`src/rtl/fifo_tx_serializer.sv`:
```
// fifo_tx_serializer: pulls words from a show-ahead-less FIFO and sends each
// one as an asynchronous serial frame (start, LSB-first data, optional even
// parity, stop bits). tx is registered so the line never glitches.
//
// state  | meaning
// -------+------------------------------------------------------------
// IDLE   | line high, waiting for en=1 with a non-empty FIFO
// FETCH  | one-cycle FIFO read strobe
// LOAD   | FIFO data now valid; capture into shift register
// START  | start bit (tx=0)
// DATA   | data bits, LSB first
// PARITY | even parity of the captured word (only if PARITY_EN=1)
// STOP   | STOP_BITS stop bits (tx=1), then fetch the next word or idle

module fifo_tx_serializer #(
    parameter int DWIDTH       = 5,
    parameter int CLKS_PER_BIT = 16,
    parameter int PARITY_EN    = 0,
    parameter int STOP_BITS    = 1
) (
    input  logic              clk,
    input  logic              rst,
    input  logic              en,
    input  logic              fifo_empty,
    input  logic [DWIDTH-1:0] fifo_data,
    output logic              fifo_rd_en,
    output logic              tx,
    output logic              busy
);

    localparam int BAUD_W = 16;
    // Bit counter serves both data bits and stop bits; stop count is <= 2.
    localparam int BIT_W  = (DWIDTH > 2) ? $clog2(DWIDTH) : 1;

    localparam logic [BAUD_W-1:0] BAUD_RELOAD = BAUD_W'(CLKS_PER_BIT - 1);
    localparam logic [BIT_W-1:0]  LAST_DATA   = BIT_W'(DWIDTH - 1);
    localparam logic [BIT_W-1:0]  LAST_STOP   = BIT_W'(STOP_BITS - 1);

    typedef enum logic [2:0] {
        IDLE   = 3'd0,
        FETCH  = 3'd1,
        LOAD   = 3'd2,
        START  = 3'd3,
        DATA   = 3'd4,
        PARITY = 3'd5,
        STOP   = 3'd6
    } state_t;

    state_t              state;
    state_t              state_nxt;
    logic [BAUD_W-1:0]   baud_cnt;
    logic [BAUD_W-1:0]   baud_nxt;
    logic [BIT_W-1:0]    bit_cnt;
    logic [BIT_W-1:0]    bit_nxt;
    logic [DWIDTH-1:0]   shift_reg;
    logic [DWIDTH-1:0]   shift_nxt;
    logic [DWIDTH-1:0]   shift_dn;
    logic                parity_reg;
    logic                parity_nxt;
    logic                tx_nxt;
    logic                baud_done;
    logic                fetch_ok;

    assign baud_done = (baud_cnt == '0);
    assign fetch_ok  = en && !fifo_empty;
    assign shift_dn  = shift_reg >> 1;

    // Strobe and busy decode straight from the state register, so both
    // follow reset asynchronously and the strobe is exactly one cycle wide.
    assign fifo_rd_en = (state == FETCH);
    assign busy       = (state != IDLE);

    // State, timers, datapath and the registered line output.
    always_ff @(posedge clk or posedge rst) begin
        if (rst) begin
            state      <= IDLE;
            tx         <= 1'b1;
            baud_cnt   <= '0;
            bit_cnt    <= '0;
            shift_reg  <= '0;
            parity_reg <= 1'b0;
        end else begin
            state      <= state_nxt;
            tx         <= tx_nxt;
            baud_cnt   <= baud_nxt;
            bit_cnt    <= bit_nxt;
            shift_reg  <= shift_nxt;
            parity_reg <= parity_nxt;
        end
    end

    // Next-state logic; tx_nxt is the line level for the state being entered.
    always_comb begin
        state_nxt  = state;
        baud_nxt   = baud_cnt;
        bit_nxt    = bit_cnt;
        shift_nxt  = shift_reg;
        parity_nxt = parity_reg;
        tx_nxt     = 1'b1;

        case (state)
            IDLE: begin
                if (fetch_ok) begin
                    state_nxt = FETCH;
                end
            end

            FETCH: begin
                state_nxt = LOAD;
            end

            LOAD: begin
                shift_nxt  = fifo_data;
                parity_nxt = ^fifo_data;
                baud_nxt   = BAUD_RELOAD;
                bit_nxt    = '0;
                state_nxt  = START;
                tx_nxt     = 1'b0;
            end

            START: begin
                tx_nxt = 1'b0;
                if (baud_done) begin
                    baud_nxt  = BAUD_RELOAD;
                    state_nxt = DATA;
                    tx_nxt    = shift_reg[0];
                end else begin
                    baud_nxt = baud_cnt - 1'b1;
                end
            end

            DATA: begin
                tx_nxt = shift_reg[0];
                if (baud_done) begin
                    baud_nxt = BAUD_RELOAD;
                    if (bit_cnt == LAST_DATA) begin
                        bit_nxt = '0;
                        if (PARITY_EN != 0) begin
                            state_nxt = PARITY;
                            tx_nxt    = parity_reg;
                        end else begin
                            state_nxt = STOP;
                            tx_nxt    = 1'b1;
                        end
                    end else begin
                        bit_nxt   = bit_cnt + 1'b1;
                        shift_nxt = shift_dn;
                        tx_nxt    = shift_dn[0];
                    end
                end else begin
                    baud_nxt = baud_cnt - 1'b1;
                end
            end

            PARITY: begin
                tx_nxt = parity_reg;
                if (baud_done) begin
                    baud_nxt  = BAUD_RELOAD;
                    bit_nxt   = '0;
                    state_nxt = STOP;
                    tx_nxt    = 1'b1;
                end else begin
                    baud_nxt = baud_cnt - 1'b1;
                end
            end

            STOP: begin
                if (baud_done) begin
                    if (bit_cnt == LAST_STOP) begin
                        bit_nxt   = '0;
                        state_nxt = fetch_ok ? FETCH : IDLE;
                    end else begin
                        bit_nxt  = bit_cnt + 1'b1;
                        baud_nxt = BAUD_RELOAD;
                    end
                end else begin
                    baud_nxt = baud_cnt - 1'b1;
                end
            end

            default: begin
                state_nxt = IDLE;
            end
        endcase
    end

endmodule

```
`config.mk`:
```
export PLATFORM = sky130hd
export DESIGN_NAME = fifo_tx_serializer
export DESIGN_NICKNAME = d
export VERILOG_FILES = /design/src/rtl/fifo_tx_serializer.sv
export SDC_FILE = /design/constraint.sdc
export NUM_CORES = 1
export LEC_CHECK = 0
export CAP_MARGIN = 30
export CORE_AREA = 2 2 85 62
export DETAILED_ROUTE_END_ITERATION = 16
export DIE_AREA = 0 0 87 64
export HOLD_SLACK_MARGIN = 0.12
export RECOVER_POWER = 50
export SKIP_LAST_GASP = 1
export SLEW_MARGIN = 20
export SYNTH_ARGS = -nofsm -noshare
export SYNTH_HDL_FRONTEND = slang
export SYNTH_SLANG_ARGS = --single-unit
```
`constraint.sdc`:
```
create_clock -name clk -period 2.55 [get_ports clk]
set_clock_uncertainty 0.15 [all_clocks]
set_input_delay 0.6375 -clock clk [delete_from_list [all_inputs] [get_ports clk]]
set_output_delay 0.6375 -clock clk [all_outputs]
set_load 0.005 [all_outputs]
```
==> results of run 1 <==
==> power by group <==
part	total, W	switching [W]	internal (W)	leakage, nW
combinational	0.0000442	0.0000206	0.0000236	0.560
clock	0.000388	0.000169	0.000220	0.0455
sequential	0.000473	0.00000458	0.000469	0.383
==> cells by family after synthesis <==
logic type | after synthesis | synth area share, %
AND/OR/NAND/NOR | 89 | 27.4
multiplexers | 7 | 3.81
flip-flops | 29 | 39.6
AO/OA/AOI/OAI | 48 | 17.2
buffers and inverters | 17 | 4.15
adder cells (fa/ha/maj) | 4 | 2.72
XOR/XNOR | 11 | 5.24
==> final cells by class <==
class	instances	area (um2)	area share (%)
multi-input combinational	159	1030	48.3
sequential	29	728	34.0
clock buffer	8	90.1	4.21
tap	57	71.3	3.33
inverter	9	33.8	1.58
timing repair buffer	20	183	8.53
==> cell usage after synthesis (2+ instances only) <==
master    number
dfrtp_1       28
nor3_1         7
nor2_1        21
xor2_1         4
inv_1          9
xnor2_1        7
o211ai_1       3
a311oi_1       2
mux2i_1        7
ha_1           4
clkbuf_1       4
and3_1         2
or3_1          3
o22ai_1        2
nand4_1        2
a21oi_1       17
o21ai_0       10
o31ai_1        2
a41oi_1        2
nand3_1       13
nor4_1         2
nor2b_1        5
nand2_1       19
nor3b_1        2
==> routing by layer <==
layer	vias up	track usage, %	routed length, um
li1	786	-	-
met4	0	3.52	24
met2	38	21.8	1700
met3	2	4.13	240
met5	-	0	0
met1	719	26.0	2230
==> path summary, 6_finish.rpt <==
| kind | startpoint | end | slack (ns) | depth (start not counted) |
|---|---|---|---|---|
| min in group asynchronous | rst | bit_cnt[1] | 0.68 | 2 |
| max in group asynchronous | rst | baud_cnt[0] | 0.36 | 3 |
| worst max-delay path | state[2] | busy | 0.15 | 2 |
| worst max register to register | baud_cnt[0] | baud_cnt[1] | 0.19 | 8 |
| worst min-delay path | parity_reg | parity_reg | 0.35 | 2 |
| worst min register to register | parity_reg | parity_reg | 0.35 | 2 |
==> metrics by stage <==
stage / std cells / cell area, um2 / power [W] / hold WS [ns]
after floorplan: 205 / 1840 / 0.000504 / 0.300
after global placement: 274 / 2060 / 0.000530 / 0.326
after detailed placement: 274 / 2060 / 0.000531 / 0.336
after CTS: 282 / 2150 / 0.000927 / 0.350
after global routing: 282 / 2140 / 0.000955 / 0.384
final: 282 / 2140 / 0.000906 / 0.348
==> critical path, cell delays in order, from the launching register on <==
cell and delay [ns]:
dfrtp_2 0.51, or3_1 0.39, clkdlybuf4s50_1 0.45
==> cell usage in the layout (no fill, tap or decap), types with 2 or more instances in the layout <==
master           Yosys  final
nor3_1               7      7
nand3_1             13     13
clkdlybuf4s50_1      0      9
clkbuf_8             0      6
a41oi_1              2      2
o21ai_0             10     10
nor3b_1              2      2
dfrtp_1             28     27
clkbuf_1             4      2
ha_1                 4      4
or3_1                3      3
o211ai_1             3      3
a21oi_1             17     17
and3_1               2      2
nand2_1             19     19
buf_4                1      8
nand4_1              2      2
inv_1                9      9
xnor2_1              7      7
mux2i_1              7      7
nor4_1               2      2
xor2_1               4      4
nor2b_1              5      5
nor2_1              21     21
o22ai_1              2      2
o31ai_1              2      2
dlygate4sd3_1        0      2
a311oi_1             2      2
==> timing repair <==
| action | in CTS | in global routing |
|---|---|---|
| buffers inserted | 0 | 0 |
| hold endpoints to repair | 0 | 0 |
| endpoints found under the setup margin | 0 | 2 |
| resized for setup | 0 | 1 |
==> metrics.txt, run 1 <==
Syn Area/Cell 8.97 um2; width of the die 87 um; Post-Syn Area 1840 um2; Worst-path clk slew 0.07 ns; Syn Inst Count 205; register area share after synthesis 39.6%; share of cells above drive strength 1 11.6%; worst min path class reg2reg; vias in the first global route 1,433; Via density 5.48; syn nets 218; post-DP HPWL 3060 um; Initial DRT Pass Iterations 4; post-synth cell types 52; first-pass GRT wire length 7080 um; Num CTS Buffers 5; status finished clean; TritonCTS clock tree done; worst rel slew slack 45.7%; largest net degree at the start of global routing 18; Pleak 0.988 nW; dominant cells by area after synthesis dfrtp_1 (38%), a21oi_1 (4.6%), nor2_1 (4.3%), nand2_1 (3.9%), mux2i_1 (3.8%); antenna viol nets, final 0; hold buffer count at cts 0; maximum fanout along the worst path 16; remaining global-route overflow 0; VDD IR max 0.185 mV; Worst Setup Start Kind flop; Yosys top cell area share 38.1%; Crit Path Class reg2out; fraction of registers with async set/reset 100%; max reg flops 16; Ys Warns 0; Slew Viols, Final 0; initial antenna violation count 0; Setup WS post-layout 0.147 ns; main flop type after synthesis dfrtp_1; Fmax achieved 416 MHz; EDFF count, synth 0; GP Congestion 0.861; Port Buffers 11; CP Capture Type output pin; H-Tree Depth 2; Tmin final 2.40 ns; via count 1,545; clock tree buffer depth 2; clock sink total 29; CTS Root Cell clkbuf_8; Critical Path RT 1.76 ns; Starting Density 39.1%; DRT Wirelength 4190 um; number of I/O pins 12; 1st-iter DRT viols 126; antenna cells 0; count of final setup violators 0; GRT Total Usage 16.4%; clock latency on the worst-skew pair 0.27 ns; Final TNS setup 0 ns; fill count 470; Max Cap Violations 0; Slew @ Worst Pin 0.815 ns; CP arrival 1.62 ns; final core occ 45.5%; FF+latch count, synth 29; RSZ-0062 raised after global routing false; post-synth top area cell dfrtp_1; PwrDens 423 nW/um2; Residual DRC 0; endpoints failing hold 0; area grow syn2layout 16.5%; wire per inst 14.9 um; DP Worst Slack 0.198 ns; Rows 21; full die area 5570 um2; post-route clock period utilization 94.2%; chip height 64 um; core area 4700 um2; fin nets 237
Note: power is estimated with default switching activity, not from simulation.
==> run 2: changes to the inputs <==
--- a/config.mk
+++ b/config.mk
@@ -6,10 +6,11 @@
 export NUM_CORES = 1
 export LEC_CHECK = 0
 export CAP_MARGIN = 30
-export CORE_AREA = 2 2 85 62
+export CORE_AREA = 2 2 71 53
 export DETAILED_ROUTE_END_ITERATION = 16
-export DIE_AREA = 0 0 87 64
+export DIE_AREA = 0 0 73 55
 export HOLD_SLACK_MARGIN = 0.12
+export PLACE_DENSITY = 0.76
 export RECOVER_POWER = 50
 export SKIP_LAST_GASP = 1
 export SLEW_MARGIN = 20
==> run 2 against run 1 <==
Net effect: worst hold slack worse by 0.0015 ns; die area is 28% lower; non-clock buffer count stayed put; largest cell class unchanged; via count is 2.3% higher; sequential share of layout area hardly changed; largest power group is now the clock network.
==> metrics.txt, run 2 (synthesized netlist as in run 1, its figures left out) <==
Via density 5.96 (+8.8%); remaining global-route overflow 0 (unchanged); Num CTS Buffers 5 (unchanged); worst min path class reg2reg; Residual DRC 0 (unchanged); post-DP HPWL 3090 um (+0.81%); clock tree buffer depth 2 (unchanged); H-Tree Depth 2 (unchanged); Port Buffers 11 (unchanged); RSZ-0062 raised after global routing false; most common cell after layout, fill and taps aside dfrtp_1; CP Capture Type output pin; clock sink total 29 (unchanged); Starting Density 54.8% (+16 points); Slew Viols, Final 0 (unchanged); post-route cell area 2140 um2 (+0.12%); r2r setup slk 0.20 ns (about the same); post-route clock period utilization 94.3% (about the same); most frequent cells in the layout dfrtp_1 (26), nor2_1 (21), nand2_1 (19); max reg flops 16 (unchanged); area grow syn2layout 16.6%; status finished clean; VDD IR max 0.315 mV (+71%); largest net degree at the start of global routing 30 (+12); Slew @ Worst Pin 0.708 ns (-0.107 ns); vias in the first global route 1,492 (+4.1%); Tmin final 2.41 ns (+0.00224 ns); GRT Total Usage 24.0% (+7.7 points); 1st-iter DRT viols 173 (+37%); hold slack 0.347 ns (-0.00151 ns); placed cell areas 2020 um2 (-1.6%); Crit Path Class reg2out; antenna viol nets, final 0 (unchanged); Tot Pwr 0.00102 W (+12%); antenna cells 0 (unchanged); Critical Path RT 1.76 ns (about the same); number of I/O pins 12 (unchanged); core area 3360 um2 (-29%); chip height 55 um (-14%); TritonCTS clock tree done; fin nets 237 (unchanged); CP max stage delay 0.50 ns (about the same); Rows 18 (-14%); count of final setup violators 0 (unchanged); fill count 291 (-38%); Max Cap Violations 0 (unchanged); Worst-path clk slew 0.07 ns (about the same); post-cts resize count 0 (unchanged); DP Worst Slack 0.243 ns (+0.0457 ns); Pleak 0.988 nW (about the same); share of cells above drive strength 1 13.3% (+1.8 points); slowest CP cell dfrtp_2; initial antenna violation count 0 (unchanged); Worst Setup Start Kind flop; first-pass GRT wire length 7140 um (+0.88%); Fmax achieved 416 MHz (about the same); GP Congestion 0.889 (+3.3%); endpoints failing hold 0 (unchanged); Initial DRT Pass Iterations 4 (unchanged); full die area 4020 um2 (-28%); DRT Wirelength 4140 um (-1.2%); clock latency on the worst-skew pair 0.29 ns (+0.02 ns); wire per inst 15.6 um (+5.1%); worst rel slew slack 52.8% (+7.1 points); CTS Root Cell clkbuf_8; crit-path cells or3_1, clkdlybuf4s50_1; width of the die 73 um (-16%); hold buffer count at cts 0 (unchanged); CP arrival 1.62 ns (about the same); maximum fanout along the worst path 16 (unchanged); PwrDens 474 nW/um2 (+12%); Setup WS post-layout 0.144 ns (-0.00224 ns); via count 1,580 (+2.3%); Post-CTS Setup Inserts 0 (unchanged); Final TNS setup 0 ns (unchanged)
run 2: cell count changes in the layout (fill, tap and decap cells not counted):
cell             change
bufinv_16            +1
clkbuf_1             -2
clkbuf_2             +1
clkdlybuf4s50_1      +1
clkinvlp_4           +1
dfrtp_1              -1
dfrtp_2              +1
dlygate4sd3_1        -1
dlymetal6s4s_1       -1
run 2: worst max-delay path, delay by kind of cell (launching register included):
| kind | cells | cell delay, ns |
|---|---|---|
| buffers and inverters | 1 | 0.44 |
| DFF | 1 | 0.50 |
| and+or+nand+nor | 1 | 0.39 |
run 2: area by class of cell:
cell class	instances	area, um2	area share, %
flip-flops and latches	29	729	34.0
repair buffers	20	175	8.17
clock inverters	2	37.5	1.75
clock buffers	6	82.6	3.85
well taps	40	50.0	2.34
multi-input cells	159	1030	48.3
inverters	9	33.8	1.58
run 2: final timing paths:
path / start / cells after the start / to
hold / removal: parity_reg / 2 / parity_reg
setup / recovery: state[2] / 2 / busy
max in group asynchronous: rst / 3 / state[2]
min in group asynchronous: rst / 3 / baud_cnt[3]
hold reg to reg: parity_reg / 2 / parity_reg
setup reg to reg: bit_cnt[0] / 7 / baud_cnt[11]
run 2: where the power goes:
| part | internal (W) | switching (W) |
|---|---|---|
| registers | 0.000469 | 0.00000438 |
| clock network | 0.000317 | 0.000182 |
| logic | 0.0000232 | 0.0000200 |
| total | 0.000809 | 0.000207 |
run 2: metrics by stage:
step	util (%)	cells
after floorplan	-	205
after global placement	60.3	257
after detailed placement	60.3	257
after CTS	63.9	265
after global routing	63.9	265
final	63.9	265
run 2: metal layers:
layer,vias to the layer above,part of all wire (%),track usage (%)
met5,-,0,0
met4,0,1.8,9.26
met3,10,4.8,5.98
met2,41,46,37.8
met1,747,48,32.3
li1,782,-,-
